===== config.mk =====
export PLATFORM = sky130hd
export DESIGN_NAME = axis_mul8_stream_adapter
export DESIGN_NICKNAME = d
export VERILOG_FILES = /design/src/rtl/axis_mul8_stream_adapter.sv
export SDC_FILE = /design/constraint.sdc
export NUM_CORES = 1
export LEC_CHECK = 0
export ABC_AREA = 0
export CAP_MARGIN = 5
export CORE_UTILIZATION = 42
export CTS_CLUSTER_DIAMETER = 200
export DETAILED_ROUTE_END_ITERATION = 12
export PLACE_DENSITY = 0.65
export SLEW_MARGIN = 20
export SYNTH_ARGS = -nofsm -noshare
export SYNTH_HDL_FRONTEND = slang
export SYNTH_SLANG_ARGS = --single-unit

===== constraint.sdc =====
create_clock -name clk -period 3.3 [get_ports clk]
set_input_delay 0.66 -clock clk [delete_from_list [all_inputs] [get_ports clk]]
set_output_delay 0.66 -clock clk [all_outputs]
set_load 0.02 [all_outputs]

===== src/rtl/axis_mul8_stream_adapter.sv =====
// AXI-Stream wrapper around a 3-stage pipelined 8x8 unsigned multiplier.
// Operand beats {a,b} enter on s_axis and products leave on m_axis, with tlast
// carried alongside each product. Credit counting bounds the number of beats in
// flight plus buffered to DEPTH, so the non-stallable multiplier never overruns
// the output FIFO.
// Optional feature: define AXIS_MUL_PERF_CNT_EN to add beat_cnt_o/stall_cnt_o.

// 3-stage pipelined 8x8 unsigned multiplier with no stall input.
// valid_o/p_o rise after the third edge counted from the edge that samples en.
module wallace8_spst_pipe3 (
    input  logic        clk,
    input  logic        rst_n,
    input  logic        en,
    input  logic [7:0]  a_i,
    input  logic [7:0]  b_i,
    output logic [15:0] p_o,
    output logic        valid_o
);

    logic [11:0] pp_lo;
    logic [11:0] pp_hi;
    logic        v1;
    logic [15:0] sum2;
    logic        v2;

    // Stage 1: two 8x4 partial products (low and high nibble of b).
    always_ff @(posedge clk or negedge rst_n) begin
        if (!rst_n) begin
            pp_lo <= '0;
            pp_hi <= '0;
            v1    <= 1'b0;
        end else begin
            pp_lo <= {4'b0, a_i} * {8'b0, b_i[3:0]};
            pp_hi <= {4'b0, a_i} * {8'b0, b_i[7:4]};
            v1    <= en;
        end
    end

    // Stage 2: combine partial products into the full 16-bit sum.
    always_ff @(posedge clk or negedge rst_n) begin
        if (!rst_n) begin
            sum2 <= '0;
            v2   <= 1'b0;
        end else begin
            sum2 <= {4'b0, pp_lo} + {pp_hi, 4'b0};
            v2   <= v1;
        end
    end

    // Stage 3: registered product output.
    always_ff @(posedge clk or negedge rst_n) begin
        if (!rst_n) begin
            p_o     <= '0;
            valid_o <= 1'b0;
        end else begin
            p_o     <= sum2;
            valid_o <= v2;
        end
    end

endmodule

module axis_mul8_stream_adapter #(
    parameter int unsigned MUL_LAT = 3,
    parameter int unsigned DEPTH   = 8
) (
    input  logic        clk,
    input  logic        rst_n,
    input  logic [15:0] s_axis_tdata,
    input  logic        s_axis_tvalid,
    input  logic        s_axis_tlast,
    output logic        s_axis_tready,
    output logic [15:0] m_axis_tdata,
    output logic        m_axis_tvalid,
    output logic        m_axis_tlast,
    input  logic        m_axis_tready
`ifdef AXIS_MUL_PERF_CNT_EN
    ,
    output logic [31:0] beat_cnt_o,
    output logic [31:0] stall_cnt_o
`endif
);

    localparam int unsigned OW = $clog2(DEPTH + 1);
    localparam int unsigned PW = (DEPTH > 1) ? $clog2(DEPTH) : 1;
    localparam logic [OW-1:0] DEPTH_C = OW'(DEPTH);
    localparam logic [PW-1:0] PTR_MAX = PW'(DEPTH - 1);

    logic               ready_en;
    logic [OW-1:0]      occ;
    logic               acc;
    logic               pop;
    logic [MUL_LAT-1:0] last_line;
    logic [15:0]        mul_p;
    logic               mul_valid;

    logic [16:0]        mem [DEPTH];
    logic [PW-1:0]      wr_ptr;
    logic [PW-1:0]      rd_ptr;
    logic [OW-1:0]      cnt;
    logic               fifo_wr;
    logic               xfer;

    assign s_axis_tready = ready_en && (occ < DEPTH_C);
    assign acc           = s_axis_tvalid && s_axis_tready;
    assign pop           = m_axis_tvalid && m_axis_tready;
    assign fifo_wr       = mul_valid;
    // The m_axis register is the last FIFO slot: it refills from memory when it
    // is empty or being popped. Memory contents written this edge are not
    // forwarded, so the head appears one cycle after the write.
    assign xfer          = (cnt != '0) && (!m_axis_tvalid || pop);

    function automatic logic [PW-1:0] ptr_inc(input logic [PW-1:0] p);
        return (p == PTR_MAX) ? '0 : p + PW'(1);
    endfunction

    wallace8_spst_pipe3 u_mul (
        .clk     (clk),
        .rst_n   (rst_n),
        .en      (acc),
        .a_i     (s_axis_tdata[15:8]),
        .b_i     (s_axis_tdata[7:0]),
        .p_o     (mul_p),
        .valid_o (mul_valid)
    );

    // Input acceptance enables on the first edge after reset is released.
    always_ff @(posedge clk or negedge rst_n) begin
        if (!rst_n) ready_en <= 1'b0;
        else        ready_en <= 1'b1;
    end

    // Credits: beats in the multiplier plus beats held in the FIFO.
    always_ff @(posedge clk or negedge rst_n) begin
        if (!rst_n) begin
            occ <= '0;
        end else begin
            case ({acc, pop})
                2'b10:   occ <= occ + OW'(1);
                2'b01:   occ <= occ - OW'(1);
                default: occ <= occ;
            endcase
        end
    end

    // tlast sideband delayed to line up with the multiplier's valid_o.
    always_ff @(posedge clk or negedge rst_n) begin
        if (!rst_n) begin
            last_line <= '0;
        end else begin
            last_line[0] <= acc && s_axis_tlast;
            for (int unsigned i = 1; i < MUL_LAT; i++) begin
                last_line[i] <= last_line[i-1];
            end
        end
    end

    // FIFO storage, pointers, entry count and the registered m_axis head.
    always_ff @(posedge clk or negedge rst_n) begin
        if (!rst_n) begin
            for (int unsigned i = 0; i < DEPTH; i++) begin
                mem[i] <= '0;
            end
            wr_ptr        <= '0;
            rd_ptr        <= '0;
            cnt           <= '0;
            m_axis_tdata  <= '0;
            m_axis_tlast  <= 1'b0;
            m_axis_tvalid <= 1'b0;
        end else begin
            if (fifo_wr) begin
                mem[wr_ptr] <= {last_line[MUL_LAT-1], mul_p};
                wr_ptr      <= ptr_inc(wr_ptr);
            end
            if (xfer) begin
                {m_axis_tlast, m_axis_tdata} <= mem[rd_ptr];
                rd_ptr        <= ptr_inc(rd_ptr);
                m_axis_tvalid <= 1'b1;
            end else if (pop) begin
                m_axis_tvalid <= 1'b0;
            end
            case ({fifo_wr, xfer})
                2'b10:   cnt <= cnt + OW'(1);
                2'b01:   cnt <= cnt - OW'(1);
                default: cnt <= cnt;
            endcase
        end
    end

    // A product arriving at a full memory would be lost; credits must prevent it.
    assert property (@(posedge clk) disable iff (!rst_n)
        !(fifo_wr && (cnt == DEPTH_C) && !xfer));

`ifdef AXIS_MUL_PERF_CNT_EN
    // Handshake and stall-cycle counters, free-running and wrapping.
    always_ff @(posedge clk or negedge rst_n) begin
        if (!rst_n) begin
            beat_cnt_o  <= '0;
            stall_cnt_o <= '0;
        end else begin
            if (pop)                            beat_cnt_o  <= beat_cnt_o + 32'd1;
            if (m_axis_tvalid && !m_axis_tready) stall_cnt_o <= stall_cnt_o + 32'd1;
        end
    end
`endif

endmodule


## Word level (Yosys, flattened, before mapping)

Cells that the tools add are included.

- Magnitude comparators: 4
- $mul: 2
- Bitwise operators: 2
- $add $sub $neg: 7
- Equality and inequality tests: 6
- Multiplexer cells: 12
- Reduce and logical (&&, ||, !) cells: 12

Operators by type and width:

| kind | count |
|---|---|
| 136-bit bitwise mux | 1 |
| 17-bit binary-select mux with 3-bit select | 1 |
| 17-bit demux with 3-bit select | 1 |
| 17-bit 2-to-1 mux | 3 |
| 8-bit by 4-bit multiplier with 12-bit output | 2 |
| 12-bit by 16-bit adder with 16-bit output | 1 |
| 4-bit one-hot mux with 2 select lines | 2 |
| 4-bit by 1-bit adder with 4-bit output, second input constant | 2 |
| 4-bit greater-or-equal comparator, second input constant | 2 |
| 3-bit inverter with 4-bit output | 2 |
| 4-bit by 1-bit subtractor with 4-bit output, second input constant | 2 |
| 3-bit by 1-bit adder with 3-bit output, second input constant | 2 |
| 3-bit == test, second input constant | 2 |
| 1-bit logical AND | 6 |
| 3-bit 2-to-1 mux | 2 |
| 2-bit nonzero test | 3 |
| 2-bit by 1-bit == test with 1-bit output, second input constant | 2 |
| 2-bit == test, second input constant | 2 |
| 4-bit by 1-bit < comparator with 1-bit output, second input constant | 1 |
| 4-bit < comparator, second input constant | 1 |
| 4-bit nonzero test | 1 |
| 1-bit 2-to-1 mux | 2 |
| 1-bit logical NOT | 1 |
| 1-bit logical OR | 1 |

- Word-level logic and storage cells: 69
- Input bits: 21
- Bits in registers: 231

## Longest topological paths before layout

- Word-level depth: 6
- Depth in mapped cells: 11
- Gate-level depth less buffers: 11

## Modules after synthesis

From an unflattened synthesis, not the netlist that was laid out.

- Cell total of the unflattened synthesis: 914
- Area total of the unflattened synthesis: 11561.1 µm²

By module, submodules not included:

| module | instances | area an instance (µm²) | cells each | sequential area each (µm²) |
|---|---|---|---|---|
| axis_mul8_stream_adapter | 1 | 7803.7 | 572 | 4304.1 |
| wallace8_spst_pipe3 | 1 | 3757.4 | 342 | 1476.4 |

## Worst setup path before layout

No wires, ideal clock.

- Path kind: input port to flip-flop
- From: in s_axis_tdata[9]
- To: reg u_mul.pp_hi[9]
- Stages: 11
- Required time: 3.175 ns
- Setup time: 0.125 ns
- Setup slack: 0.041 ns
- Arrival: 3.135 ns
- Cells stage by stage: and2_1 -> fa_1 -> inv_1 -> fa_1 -> inv_1 -> ha_1 -> o21a_1 -> a21oi_1 -> nor2b_1 -> o41a_1 -> xor2_1

- Longest elaborated chain between the ends: 1

RTL lines:

| element | RTL line | text |
|---|---|---|
| start, declared | 69 | `input logic [15:0] s_axis_tdata,` |
| 8-bit by 4-bit multiplier with 12-bit output | 34 | `pp_hi <= {4'b0, a_i} * {8'b0, b_i[7:4]};` |
| end signal, assigned | 34 |  |
| end, declared | 21 | `logic [11:0] pp_hi;` |

Every way passes these cells.
A chain may end at the register's enable or synchronous reset.

## Worst setup path after layout

- From: in s_axis_tdata[10]
- To: reg u_mul.pp_hi[9]

The elaborated chain is that of the path after synthesis.

==> results.yml <==
run_status:
  outcome: "finished clean"
synth:
  yosysTopAreaCell: "dfrtp_1"
  async_reset_ff_share_pct: 100
  synth-main-ff-cell: "dfrtp_1"
  yosysMostFrequentCell: "dfrtp_1"
  synth_edf_count: 0
  synth_fp_nets: 939
  ys_top_cells_by_count: "dfrtp_1 (231), mux2_2 (141), inv_1 (53)"
  synth_cells: 841
  synth.ff_latch_count: 231
  synth.yosys.warnings: 0
  synth.distinct_cells: 55
  ys_seq_area_share_pct: 50.3
  synth_area_um2: 11500
  avgSynthCellArea_um2: 13.7
  ys_top_cells_by_area: "dfrtp_1 (50%), mux2_2 (14%), mux4_2 (6.7%)"
  synth_top_area_share_pct: 50.3
flow_run:
  maxCapViolCount: 0
drt:
  wirelength_mm: 21.8
  via_count: 6708
  ant_nets: 0
  route.detailed.wl_per_inst_um: 16.7
  vias_per_cell: 5.13
  drc: 0
  dr.pass1.iters: 4
  drt_iter0_markers: 337
placement:
  hpwl_mm: 14.6
  numPortBuffers: 39
  place_congestion: 0.763
  post_dp_cell_area_um2: 12700
floorplanning:
  die_width_um: 167
  start_util_pct: 42.7
  floorplan.core_area_um2: 26900
  die_height_um: 167
  ioPinCount: 40
  rows: 60
  dieArea_um2: 28000
clock_tree:
  cts_tree: "done"
  hold_buffers: 0
  cts_htree_levels: 1
  cts.path.max_buffers: 3
  cts_sinks: 231
  clock_latency_ns: 0.51
  clockRootBuffer: "clkbuf_16"
  cts_made_buffers: 25
  clk_pin_slew_ns: 0.05
  post_cts_buffers: 0
setup_path:
  reg2reg_depth: 9
  endpoint_kind: "flip-flop"
  crit_family: "adder cells"
  worst_setup_path_start_kind: "primary input"
  r2r-end: "cnt[3]"
  cp.arrival_ns: 3.55
  cp_max_fo: 8
  critPathKind: "in2reg"
  cp_slowest_stage_delay_ns: 0.54
  path_cells: "dlygate4sd2_1 > and2_1 > fa_1 > inv_1 > fa_1 > inv_1 > ha_4 > o21a_1 > a21oi_2 > nor2b_1 > o41a_1 > xor2_1"
  path_buf_inv: 3
  r2r-start: "cnt[0]"
  crit_required_ns: 3.69
  critPathSlowestCell: "fa_1"
  rrSetupSlack_ns: 0.94
grt:
  use_met1_pct: 22.5
  grt-busiest-layer: "met2"
  track_usage_pct: 16.5
  grt_pass1_vias: 7218
  overflow: 0
  antenna_found_initial: 0
  grt_use_met2_pct: 28.2
  grt_max_degree: 91
  use_met3_pct: 1.94
  grt_pass1_wl_mm: 37.3
finish:
  fill_cells: 2361
  syn_to_final_growth_pct: 17.6
  fin_nets: 1048
  drive_above_1_share_pct: 31.9
  fin_area_um2: 13500
  antenna_cells: 0
power_and_ir_drop:
  ir_drop_v: 0.000354
  power_density_nw_per_um2: 827
  p_leak_nw: 6.46
sta:
  relSlewSlack_pct: 50.2
  hold_violations: 0
  rsz0062_at_grt: "false"
  period_minus_slack_ns: 3.16
  setup_viol: 0
  post-route-period-util_pct: 95.6
  slew_viol_final: 0
  fin_tns_setup_ns: 0
  fmax_mhz: 317
  finalClockSkew_ns: 0.0147
  tightest_slew_ns: 0.747
hold_path:
  hold_class: "in2async"
## per-layer routing
metal	part of all wire, %	vias up
met2	50	76
met4	1.4	0
met1	46	3433
met5	0	-
met3	2.3	24
li1	-	3175
## worst reg2reg max path, delay by kind of cell, from the launching register on
family	cells	cell delay [ns]
XOR/XNOR	2	0.28
adder cells (fa/ha/maj)	2	0.51
flip-flops	1	0.42
AO/OA/AOI/OAI	3	0.38
AND/OR/NAND/NOR	2	0.64
## cell usage in the layout (no fill, tap or decap), drive strengths merged, types with 2 or more instances in the layout
cell,count
dfrtp,231
mux2,141
buf,70
inv,53
ha,50
and2,44
nand2,35
mux4,34
nor2,33
clkbuf,33
a21oi,31
fa,27
clkdlybuf4s50,26
xnor2,22
mux2i,20
o21ai,14
dlygate4sd2,11
nor3,10
a21o,9
nor2b,9
clkinv,9
xor2,7
nand3,4
and3,3
a41oi,3
nand4b,3
nand4,3
or4b,2
a211o,2
o21a,2
a2111oi,2
nor3b,2
a221oi,2
nand2b,2
a211oi,2
## layout make-up
cell class / count / area, µm² / share of cell area (%)
multi-input combinational: 531 / 5400 / 40.0
sequential: 231 / 5780 / 42.8
clock inverter: 10 / 52.6 / 0.389
tap: 341 / 427 / 3.16
timing repair buffer: 108 / 943 / 6.99
inverter: 53 / 199 / 1.47
clock buffer: 33 / 696 / 5.15
## stage by stage
stage / total power, mW / utilization [%] / setup WS [ns] / hold WS [ns] / std cells
after global placement: 8.56 / 47.3 / -0.598 / 0.332 / 1264
final: 11.2 / 50.2 / 0.145 / 0.159 / 1307
after detailed placement: 8.70 / 47.3 / -0.727 / 0.335 / 1264
after floorplan: 7.47 / - / 0.0405 / 0.331 / 841
after CTS: 11.3 / 50.0 / 0.00178 / 0.183 / 1307
after global routing: 11.9 / 50.2 / 0.00588 / 0.211 / 1307
## worst max path at each step
stage / start / end / depth (start not counted)
finish: s_axis_tdata[10] / u_mul.pp_hi[9] / 12
detailed placement: s_axis_tdata[10] / u_mul.pp_hi[9] / 12
floorplan: s_axis_tdata[9] / u_mul.pp_hi[9] / 11
CTS: s_axis_tdata[3] / u_mul.pp_lo[11] / 12
global route: s_axis_tdata[9] / u_mul.pp_hi[9] / 12
global placement: s_axis_tdata[9] / u_mul.pp_hi[9] / 12
## registers in the layout (all words and copies together), names as in the netlist
name / count
u_mul.sum2: 16
rd_ptr: 3
u_mul.pp_lo: 12
m_axis_tlast: 1
u_mul.v1: 1
wr_ptr: 3
m_axis_tvalid: 1
ready_en: 1
last_line: 3
u_mul.v2: 1
u_mul.valid_o: 1
m_axis_tdata: 16
occ: 4
u_mul.p_o: 16
mem: 136
cnt: 4
u_mul.pp_hi: 12
## timing repair
action / 4_1_cts / 5_1_grt
endpoints found under the setup margin: 7 / 7
pin swaps: 3 / 4
resized for setup: 16 / 13
## kinds of logic after synthesis
family	synth area share, %
AOI/OAI and AO/OA	4.23
xor gates and xnor gates	2.21
adders and majority gates	10.2
buffers and inverters	3.23
DFF	50.3
muxes	22.2
other	0.0327
and+or+nand+nor	7.55
## power breakdown
part	internal (mW)	leakage, nW	switching (mW)	total (mW)
logic	2.19	3.15	1.66	3.86
clock network	1.47	0.377	1.08	2.55
registers	3.93	2.93	0.830	4.76
Power figures use the tool's default switching activity.
